## src/rtl/keypad_pkg.sv

```systemverilog
// Shared types, constants and decode helpers for the 4x4 keypad scanner.
// Row r / column c index the matrix; both pins are active-low.
package keypad_pkg;

  typedef enum logic [1:0] {
    SCAN    = 2'd0,
    CONFIRM = 2'd1,
    HELD    = 2'd2
  } state_t;

  localparam logic [3:0] COL_RESET = 4'b1110;

  localparam logic [3:0] KEY_MAP [4][4] = '{
    '{4'h1, 4'h2, 4'h3, 4'hA},
    '{4'h4, 4'h5, 4'h6, 4'hB},
    '{4'h7, 4'h8, 4'h9, 4'hC},
    '{4'h0, 4'hF, 4'hE, 4'hD}
  };

  // Index of the single low bit in a one-cold column vector.
  function automatic logic [1:0] col_index(input logic [3:0] col);
    logic [1:0] idx;
    idx = 2'd0;
    for (int i = 0; i < 4; i++) begin
      if (!col[i]) idx = 2'(i);
    end
    return idx;
  endfunction

  // Returns {hit, key}. Only a single low row is a valid press; none or
  // several low rows (ghosting) decode as no key.
  function automatic logic [4:0] decode_row(input logic [3:0] row,
                                            input logic [1:0] col);
    logic [4:0] res;
    int         lows;
    res  = 5'd0;
    lows = 0;
    for (int r = 0; r < 4; r++) begin
      if (!row[r]) begin
        lows = lows + 1;
        res  = {1'b1, KEY_MAP[2'(r)][col]};
      end
    end
    if (lows != 1) res = 5'd0;
    return res;
  endfunction

endpackage

```

## src/rtl/keypad_row_sync.sv

```systemverilog
// Two-flop synchroniser for the asynchronous keypad row inputs.
// Resets to all ones so an idle matrix reads as "no row pressed".
module keypad_row_sync #(
  parameter int WIDTH = 4
) (
  input  logic             clk,
  input  logic             reset,
  input  logic [WIDTH-1:0] din,
  output logic [WIDTH-1:0] dout
);

  logic [WIDTH-1:0] meta_q, meta_d;
  logic [WIDTH-1:0] sync_q, sync_d;

  always_comb begin
    meta_d = din;
    sync_d = meta_q;
  end

  always_ff @(posedge clk or posedge reset) begin
    if (reset) begin
      meta_q <= '1;
      sync_q <= '1;
    end else begin
      meta_q <= meta_d;
      sync_q <= sync_d;
    end
  end

  assign dout = sync_q;

endmodule

```

## src/rtl/keypad_scan_decoder.sv

```systemverilog
// Column-scanning 4x4 keypad decoder with press/release debouncing.
// Drives one-cold columns, parks on a detected key and reports a level-valid hex code.
module keypad_scan_decoder
  import keypad_pkg::*;
#(
  parameter int SCAN_DIV       = 100000,
  parameter int DEBOUNCE_SCANS = 4
) (
  input  logic       clk,
  input  logic       reset,
  input  logic [3:0] row,
  output logic [3:0] column,
  output logic [3:0] digit,
  output logic       valid
);

  localparam int DWELL_W = (SCAN_DIV > 1) ? $clog2(SCAN_DIV) : 1;
  localparam int MATCH_W = $clog2(DEBOUNCE_SCANS + 1);
  localparam logic [DWELL_W-1:0] DWELL_LAST   = DWELL_W'(SCAN_DIV - 1);
  localparam logic [MATCH_W-1:0] MATCH_TARGET = MATCH_W'(DEBOUNCE_SCANS);

  state_t               state_q, state_d;
  logic [3:0]           col_q, col_d;
  logic [DWELL_W-1:0]   dwell_q, dwell_d;
  logic [MATCH_W-1:0]   match_q, match_d;
  logic [3:0]           cand_q, cand_d;
  logic [3:0]           digit_q, digit_d;
  logic                 valid_q, valid_d;

  logic [3:0]           row_s;
  logic [4:0]           decoded;
  logic                 sample_en;
  logic                 hit;
  logic [3:0]           key;
  logic                 same_key;
  logic [MATCH_W-1:0]   match_inc;

  keypad_row_sync #(
    .WIDTH (4)
  ) u_row_sync (
    .clk   (clk),
    .reset (reset),
    .din   (row),
    .dout  (row_s)
  );

  assign sample_en = (dwell_q == DWELL_LAST);
  assign decoded   = decode_row(row_s, col_index(col_q));
  assign hit       = decoded[4];
  assign key       = decoded[3:0];
  assign same_key  = hit && (key == cand_q);
  assign match_inc = match_q + 1'b1;

  always_comb begin
    state_d = state_q;
    col_d   = col_q;
    match_d = match_q;
    cand_d  = cand_q;
    digit_d = digit_q;
    valid_d = valid_q;
    dwell_d = sample_en ? '0 : dwell_q + 1'b1;

    // Rows only matter on the last dwell cycle of each column; the column
    // rotates solely from SCAN with nothing seen, so any candidate or held
    // key keeps it parked and rotation resumes at the next column after.
    if (sample_en) begin
      unique case (state_q)
        SCAN: begin
          if (hit) begin
            cand_d  = key;
            match_d = MATCH_W'(1);
            if (DEBOUNCE_SCANS == 1) begin
              state_d = HELD;
              valid_d = 1'b1;
              digit_d = key;
              match_d = '0;
            end else begin
              state_d = CONFIRM;
            end
          end else begin
            col_d = {col_q[2:0], col_q[3]};
          end
        end

        CONFIRM: begin
          if (same_key) begin
            if (match_inc == MATCH_TARGET) begin
              state_d = HELD;
              valid_d = 1'b1;
              digit_d = cand_q;
              match_d = '0;
            end else begin
              match_d = match_inc;
            end
          end else begin
            state_d = SCAN;
            match_d = '0;
          end
        end

        HELD: begin
          // A different key is treated as a release, never a direct handover.
          if (same_key) begin
            match_d = '0;
          end else if (match_inc == MATCH_TARGET) begin
            state_d = SCAN;
            valid_d = 1'b0;
            digit_d = 4'h0;
            match_d = '0;
          end else begin
            match_d = match_inc;
          end
        end

        default: begin
          state_d = SCAN;
          match_d = '0;
          valid_d = 1'b0;
          digit_d = 4'h0;
        end
      endcase
    end
  end

  always_ff @(posedge clk or posedge reset) begin
    if (reset) begin
      state_q <= SCAN;
      col_q   <= COL_RESET;
      dwell_q <= '0;
      match_q <= '0;
      cand_q  <= 4'h0;
      digit_q <= 4'h0;
      valid_q <= 1'b0;
    end else begin
      state_q <= state_d;
      col_q   <= col_d;
      dwell_q <= dwell_d;
      match_q <= match_d;
      cand_q  <= cand_d;
      digit_q <= digit_d;
      valid_q <= valid_d;
    end
  end

  assign column = col_q;
  assign digit  = digit_q;
  assign valid  = valid_q;

endmodule

```

## config.mk

```make
export PLATFORM = sky130hd
export DESIGN_NAME = keypad_scan_decoder
export DESIGN_NICKNAME = d
export VERILOG_FILES = /design/src/rtl/keypad_pkg.sv /design/src/rtl/keypad_row_sync.sv /design/src/rtl/keypad_scan_decoder.sv
export SDC_FILE = /design/constraint.sdc
export NUM_CORES = 1
export LEC_CHECK = 0
export CORE_MARGIN = 3
export CORE_UTILIZATION = 45
export DETAILED_ROUTE_END_ITERATION = 8
export PLACE_DENSITY = 0.66
export RECOVER_POWER = 50
export SLEW_MARGIN = 20
export SYNTH_ARGS = -nofsm -noshare
export SYNTH_HDL_FRONTEND = slang
export SYNTH_SLANG_ARGS = --single-unit
export TNS_END_PERCENT = 20
```

## constraint.sdc

```tcl
create_clock -name clk -period 2.91 [get_ports clk]
set_input_delay 0.582 -clock clk [delete_from_list [all_inputs] [get_ports clk]]
set_output_delay 0.582 -clock clk [all_outputs]
set_load 0.02 [all_outputs]
```

### After elaboration in Yosys (flattened, before gate mapping)

Index checks and enable logic that the tools add are counted.
Widths: inputs -> output; s select.

| word-level totals | value |
|---|---|
| flip-flop bits (word level) | 43 |
| output and inout bits | 9 |
| logic and storage cells | 80 |

| cells by class | value |
|---|---|
| add/subtract/negate cells | 5 |
| $lt $le $gt $ge | 1 |
| equality and inequality tests | 12 |
| mux-type cells | 43 |
| bitwise operators | 3 |
| reduce and logical (&&, ||, !) cells | 7 |

Operator list:

| operator | number |
|---|---|
| $add 32x2->32 const B | 3 |
| $mux 32 | 3 |
| $mux 4 | 10 |
| $ne 32x2->1 const B | 1 |
| $mux 5 | 5 |
| $bmux 4 s2 | 3 |
| $add 17x1->17 const B | 1 |
| $eq 17x17->1 const B | 1 |
| $mux 17 | 1 |
| $mux 2 | 7 |
| $mux 3 | 4 |
| $pmux 4 s3 | 1 |
| $ne 2x2->1 const B | 5 |
| $pmux 3 s3 | 1 |
| $mux 1 | 6 |
| $pmux 2 s3 | 1 |
| $reduce_and 3->1 | 2 |
| $reduce_and 6->1 | 1 |
| $reduce_and 5->1 | 1 |
| $eq 4x4->1 | 1 |
| $add 3x1->3 const B | 1 |
| $eq 3x3->1 const B | 1 |
| $ge 3x3->1 const B | 1 |
| $ne 3x3->1 const B | 1 |
| 8 further kinds | 9 |

### Longest topological paths before layout

| logic depth | value |
|---|---|
| word-level depth | 16 |
| mapped depth | 13 |
| mapped depth without buffers | 12 |

### Cells and area by module

A second synthesis with hierarchy kept.

| second synthesis, totals | value |
|---|---|
| cells, all modules | 211 |
| area, all modules | 2260.9 um2 |

By module, submodules not included:

| module | instances | cells an instance | area each (um2) |
|---|---|---|---|
| keypad_scan_decoder | 1 | 202 | 2047.0 |
| keypad_row_sync | 1 | 9 | 214.0 |

### Worst setup path before layout

OpenSTA, ideal clock, no wires.

| timing | value |
|---|---|
| kind | reg-to-reg |
| start point | register u_row_sync.sync_q[1], in the netlist u_row_sync.dout[1] |
| end point | register digit_q[0], in the netlist digit[0] |
| arrival | 2.938 ns |
| path slack | -0.154 ns |
| cell stages (with the launch flop) | 12 |
| path buffers | 1 |
| path through | dfstp_2 > inv_1 > ha_1 > xnor2_1 > ha_1 > nor4b_1 > nor4_2 > a211oi_1 > xnor2_1 > nand4_4 > buf_8 > a311o_1 |

| on the way | value |
|---|---|
| word-level cells in the longest chain between the ends | 11 |

Ends and longest elaborated chain:

| element | line | text |
|---|---|---|
| from (decl) | keypad_row_sync.sv:13 | `logic [WIDTH-1:0] sync_q, sync_d;` |
| from (signal assigned) | keypad_row_sync.sv:26 | `sync_q <= sync_d;` |
| $mux 32 | keypad_pkg.sv:39 | `if (!row[r]) begin` |
| $add 32x2->32 | keypad_pkg.sv:40 | `lows = lows + 1;` |
| $mux 32 | keypad_pkg.sv:39 |  |
| $add 32x2->32 | keypad_pkg.sv:40 |  |
| $mux 32 | keypad_pkg.sv:39 |  |
| $ne 32x2->1 | keypad_pkg.sv:44 | `if (lows != 1) res = 5'd0;` |
| $mux 5 (*) | keypad_pkg.sv:44 |  |
| $eq 4x4->1 | keypad_scan_decoder.sv:51 | `assign same_key = hit && (key == cand_q);` |
| $logic_and 1x1->1 (*) | keypad_scan_decoder.sv:51 |  |
| $ne 2x2->1 (no source line) | -- |  |
| $reduce_and 6->1 (no source line) (*) | -- |  |
| to (signal assigned) | keypad_scan_decoder.sv:140 | `digit_q <= digit_d;` |
| to (decl) | keypad_scan_decoder.sv:27 | `logic [3:0] digit_q, digit_d;` |

Mark *: on every way between the ends. The rest lies on a longest branch, timed or not.
A chain may end at the register's enable or synchronous reset.

### Worst setup path in the final report

| timing | value |
|---|---|
| start point | register u_row_sync.sync_q[1], in the netlist u_row_sync.dout[1] |
| end point | register match_q[1] |

| on the way | value |
|---|---|
| word-level cells in the longest chain between the ends | 11 |

Ends and longest elaborated chain:

| element | line | text |
|---|---|---|
| $mux 32 | keypad_pkg.sv:39 |  |
| $add 32x2->32 | keypad_pkg.sv:40 |  |
| $mux 32 | keypad_pkg.sv:39 |  |
| $add 32x2->32 | keypad_pkg.sv:40 |  |
| $mux 32 | keypad_pkg.sv:39 |  |
| $ne 32x2->1 | keypad_pkg.sv:44 |  |
| $mux 5 (*) | keypad_pkg.sv:44 |  |
| $eq 4x4->1 | keypad_scan_decoder.sv:51 |  |
| $logic_and 1x1->1 | keypad_scan_decoder.sv:51 |  |
| $mux 3 (on tied branches) | keypad_scan_decoder.sv:103, keypad_scan_decoder.sv:86 |  |
| $pmux 3 s3 | keypad_scan_decoder.sv:67 | `unique case (state_q)` |
| to (signal assigned) | keypad_scan_decoder.sv:138 | `match_q <= match_d;` |
| to (decl) | keypad_scan_decoder.sv:25 | `logic [MATCH_W-1:0] match_q, match_d;` |

Marked as above.

==> metrics.cfg <==
[route]
wirelength_um = 4210
ant_nets = 0
viasPerCell = 5.28
wl_per_cell_um = 13.4
route.detailed.drc = 0
dr.pass1.iters = 4
drt_iter0_drc = 61
vias = 1659

[global_route]
grt_pass1_wl_um = 7730
gr-max-usage-layer = met2
grt_pass1_vias = 1714
grtUsageTotal_pct = 15.7
met3_usage_pct = 3.87
grt_util_met1_pct = 20.0
grt_max_degree = 44
antenna_found_initial = 0
grt_overflow = 0
met2_usage_pct = 26.6

[synth]
synthDistinctLibCells = 47
seq_area_frac_synth_pct = 47.8
yosys_register_bits = 43
synthArstFlopShare_pct = 100
synth_ff_type = dfrtp_1
syn_area_um2 = 2280
syn_area_per_cell_um2 = 10.6
synth.net_count = 228
syn-instance-count = 214
synth_edf_count = 0
ys_warn_count = 0

[worst_setup_path]
worstPathArrival_ns = 3.02
path_cells = inv_2, ha_4, xnor2_4, ha_4, nor4b_4, nor4_4, nand2b_4, a31oi_4, buf_6, o31ai_4, buf_6, nor3_2, a211o_1
cpLargestDelayFamily = simple AND/OR/NAND/NOR gates
cp_slowest_cell = dfstp_2
cp_max_fo = 7
crit_type = reg2reg
cp.buffers_inverters = 3
critPathRequiredTime_ns = 3.10
worstSetupStartpointType = flop
worst_setup_path_end_kind = flop
worst_path_largest_cell_delay_ns = 0.54

[cts]
root_buffer = clkbuf_8
worstSkewPairLatency_ns = 0.30
h-tree-depth = 2
cts_buffers = 5
cts_tree = yes
numClockSinks = 43
clk_path_buf_depth = 2
clk_pin_slew_ns = 0.08

[job]
drv_cap = 0

[worst_hold_path]
hold_path.class = reg2reg

[cells_and_area]
diodes = 0
layout.nets = 260
final_area_um2 = 2860
final_cell_count_no_fill = 314
area_growth_pct = 25.6
post-route-util_pct = 59.4
drive_gt1_share_pct = 27.5

[place]
gp_congestion = 0.766
place_hpwl_um = 2820
post-place-cells = 300
place_area_um2 = 2590
port_buffers = 14

[floorplan]
core-area_um2 = 4820
die_h_um = 77.2
initial_core_util_pct = 47.3
row_count = 25
dieArea_um2 = 5950
io_pins = 15
dieWidth_um = 77.2

[timing]
post-route-min-period_ns = 2.82
fmax_ghz = 0.354
setup_violations = 0
worst_pin_slew_ns = 1.04
hold_viol = 0
fin_crit_sh_pct = 97.1
clock_skew_ns = 0.00790
rsz0062_at_grt = true
slew_headroom_pct = 30.5
drv_slew = 0

[pwr]
power.leakage_nw = 1.17
ir_worst_vdd_uv = 349
fin_total_pwr_w = 0.00123
p_per_area_nw_per_um2 = 429

[run_status]
outcome = completed

==> worst reg2reg max path: stages, from the launching register on <==
cell and delay, ns:
dfstp_2 0.54, inv_2 0.05, ha_4 0.25, xnor2_4 0.13, ha_4 0.30, nor4b_4 0.05
nor4_4 0.31, nand2b_4 0.21, a31oi_4 0.05, buf_6 0.16, o31ai_4 0.21, buf_6 0.16
nor3_2 0.05, a211o_1 0.25
==> cell families (layout without fill, tap and decap cells) <==
logic type                 Yosys count  in the layout  share of synthesized area (%)
and+or+nand+nor                     92             93                           23.3
buffers and inverters               16             48                           3.79
AOI/OAI and AO/OA                   29             29                           9.94
xor gates and xnor gates            19             19                           7.30
DFF                                 43             43                           47.8
adders and majority gates            8              8                           4.39
muxes                                7              7                           3.40
==> synthesized netlist by cell type, types with 2 or more instances <==
library cell | n | area, µm²
nand3b_1 | 2 | 15.0
nor2b_1 | 8 | 50.1
a311o_1 | 4 | 40.0
nor4b_1 | 3 | 26.3
xnor2_1 | 14 | 123
buf_1 | 2 | 7.51
nor2_1 | 18 | 67.6
xor2_1 | 5 | 43.8
nand2b_1 | 4 | 25.0
inv_1 | 8 | 30.0
and3_1 | 3 | 18.8
mux2_2 | 6 | 67.6
nand4_1 | 4 | 25.0
a211o_1 | 2 | 17.5
ha_1 | 8 | 100
nor3_2 | 2 | 20.0
a21o_1 | 2 | 15.0
nand2_1 | 18 | 67.6
dfrtp_1 | 32 | 801
nor4_2 | 2 | 25.0
dfstp_2 | 11 | 289
o21ai_0 | 4 | 20.0
a21oi_1 | 7 | 35.0
buf_6 | 2 | 22.5
nand3_1 | 17 | 85.1
nor3b_1 | 3 | 22.5
clkbuf_1 | 3 | 11.3
==> power by group <==
| part | total (W) | internal [W] | switching (W) | leakage [nW] |
|---|---|---|---|---|
| Sequential | 0.000614 | 0.000608 | 0.00000630 | 0.548 |
| Clock | 0.000476 | 0.000259 | 0.000218 | 0.0548 |
| Combinational | 0.000138 | 0.0000712 | 0.0000667 | 0.570 |
==> path summary, 6_finish.rpt <==
kind,depth (start not counted),to,start,slack (ns)
max,13,match_q[1],u_row_sync.dout[1],0.09
min,0,u_row_sync.dout[1],u_row_sync.meta_q[1],0.36
max reg2reg,13,match_q[1],u_row_sync.dout[1],0.09
min reg2reg,0,u_row_sync.dout[1],u_row_sync.meta_q[1],0.36
max in group asynchronous,3,cand_q[1],reset,1.23
min in group asynchronous,3,dwell_q[2],reset,1.04
==> registers in the layout, summed over array words and instances, names as in the netlist <==
| signal | count |
|---|---|
| valid | 1 |
| match_q | 3 |
| state_q | 2 |
| u_row_sync.meta_q | 4 |
| dwell_q | 17 |
| cand_q | 4 |
| u_row_sync.dout | 4 |
| digit | 4 |
| column | 4 |
==> per-stage QoR <==
stage / hold WS, ns / TNS, ns / setup slack (ns)
floorplan: 0.345 / 0 / 0.0413
global placement: 0.346 / 0 / 0.00648
detailed placement: 0.347 / -0.139 / -0.0543
CTS: 0.363 / -0.0171 / -0.00897
global route: 0.368 / -0.177 / -0.0428
finish: 0.362 / 0 / 0.0853
==> layout make-up <==
class                           instances  area [µm²]
Fill cell                             427        1960
Multi-Input combinational cell        156        1260
Sequential cell                        43        1090
Timing Repair Buffer                   32         280
Tap cell                               67        83.8
Clock buffer                            5        68.8
Clock inverter                          3        46.3
Inverter                                8        30.0
==> repair_timing <==
| item | CTS | global route |
|---|---|---|
| hold buffers | 0 | 0 |
| hold endpoints to repair | 0 | 0 |
| buffers inserted | 0 | 5 |
| setup endpoints to repair | 5 | 18 |
| pin swaps | 2 | 14 |
| resized for setup | 4 | 16 |
| gates cloned | 1 | 0 |
==> placed cells by master, fill, tap and decap left out, types with 7 or more instances in the layout <==
master	netlist	layout
xnor2_1	14	11
a21oi_1	7	7
dfstp_2	11	11
nand3_1	17	16
buf_4	0	15
clkdlybuf4s50_1	0	9
dfrtp_1	32	32
nor2_1	18	18
nor2b_1	8	8
nand2_1	18	18
==> per-layer routing <==
metal  part of all wire [%]  vias up
li1                       -      825
met1                     48      818
met2                     49       12
met3                    2.7        4
met4                   0.69        0
met5                      0        -
(Power assumes the default switching activity.)
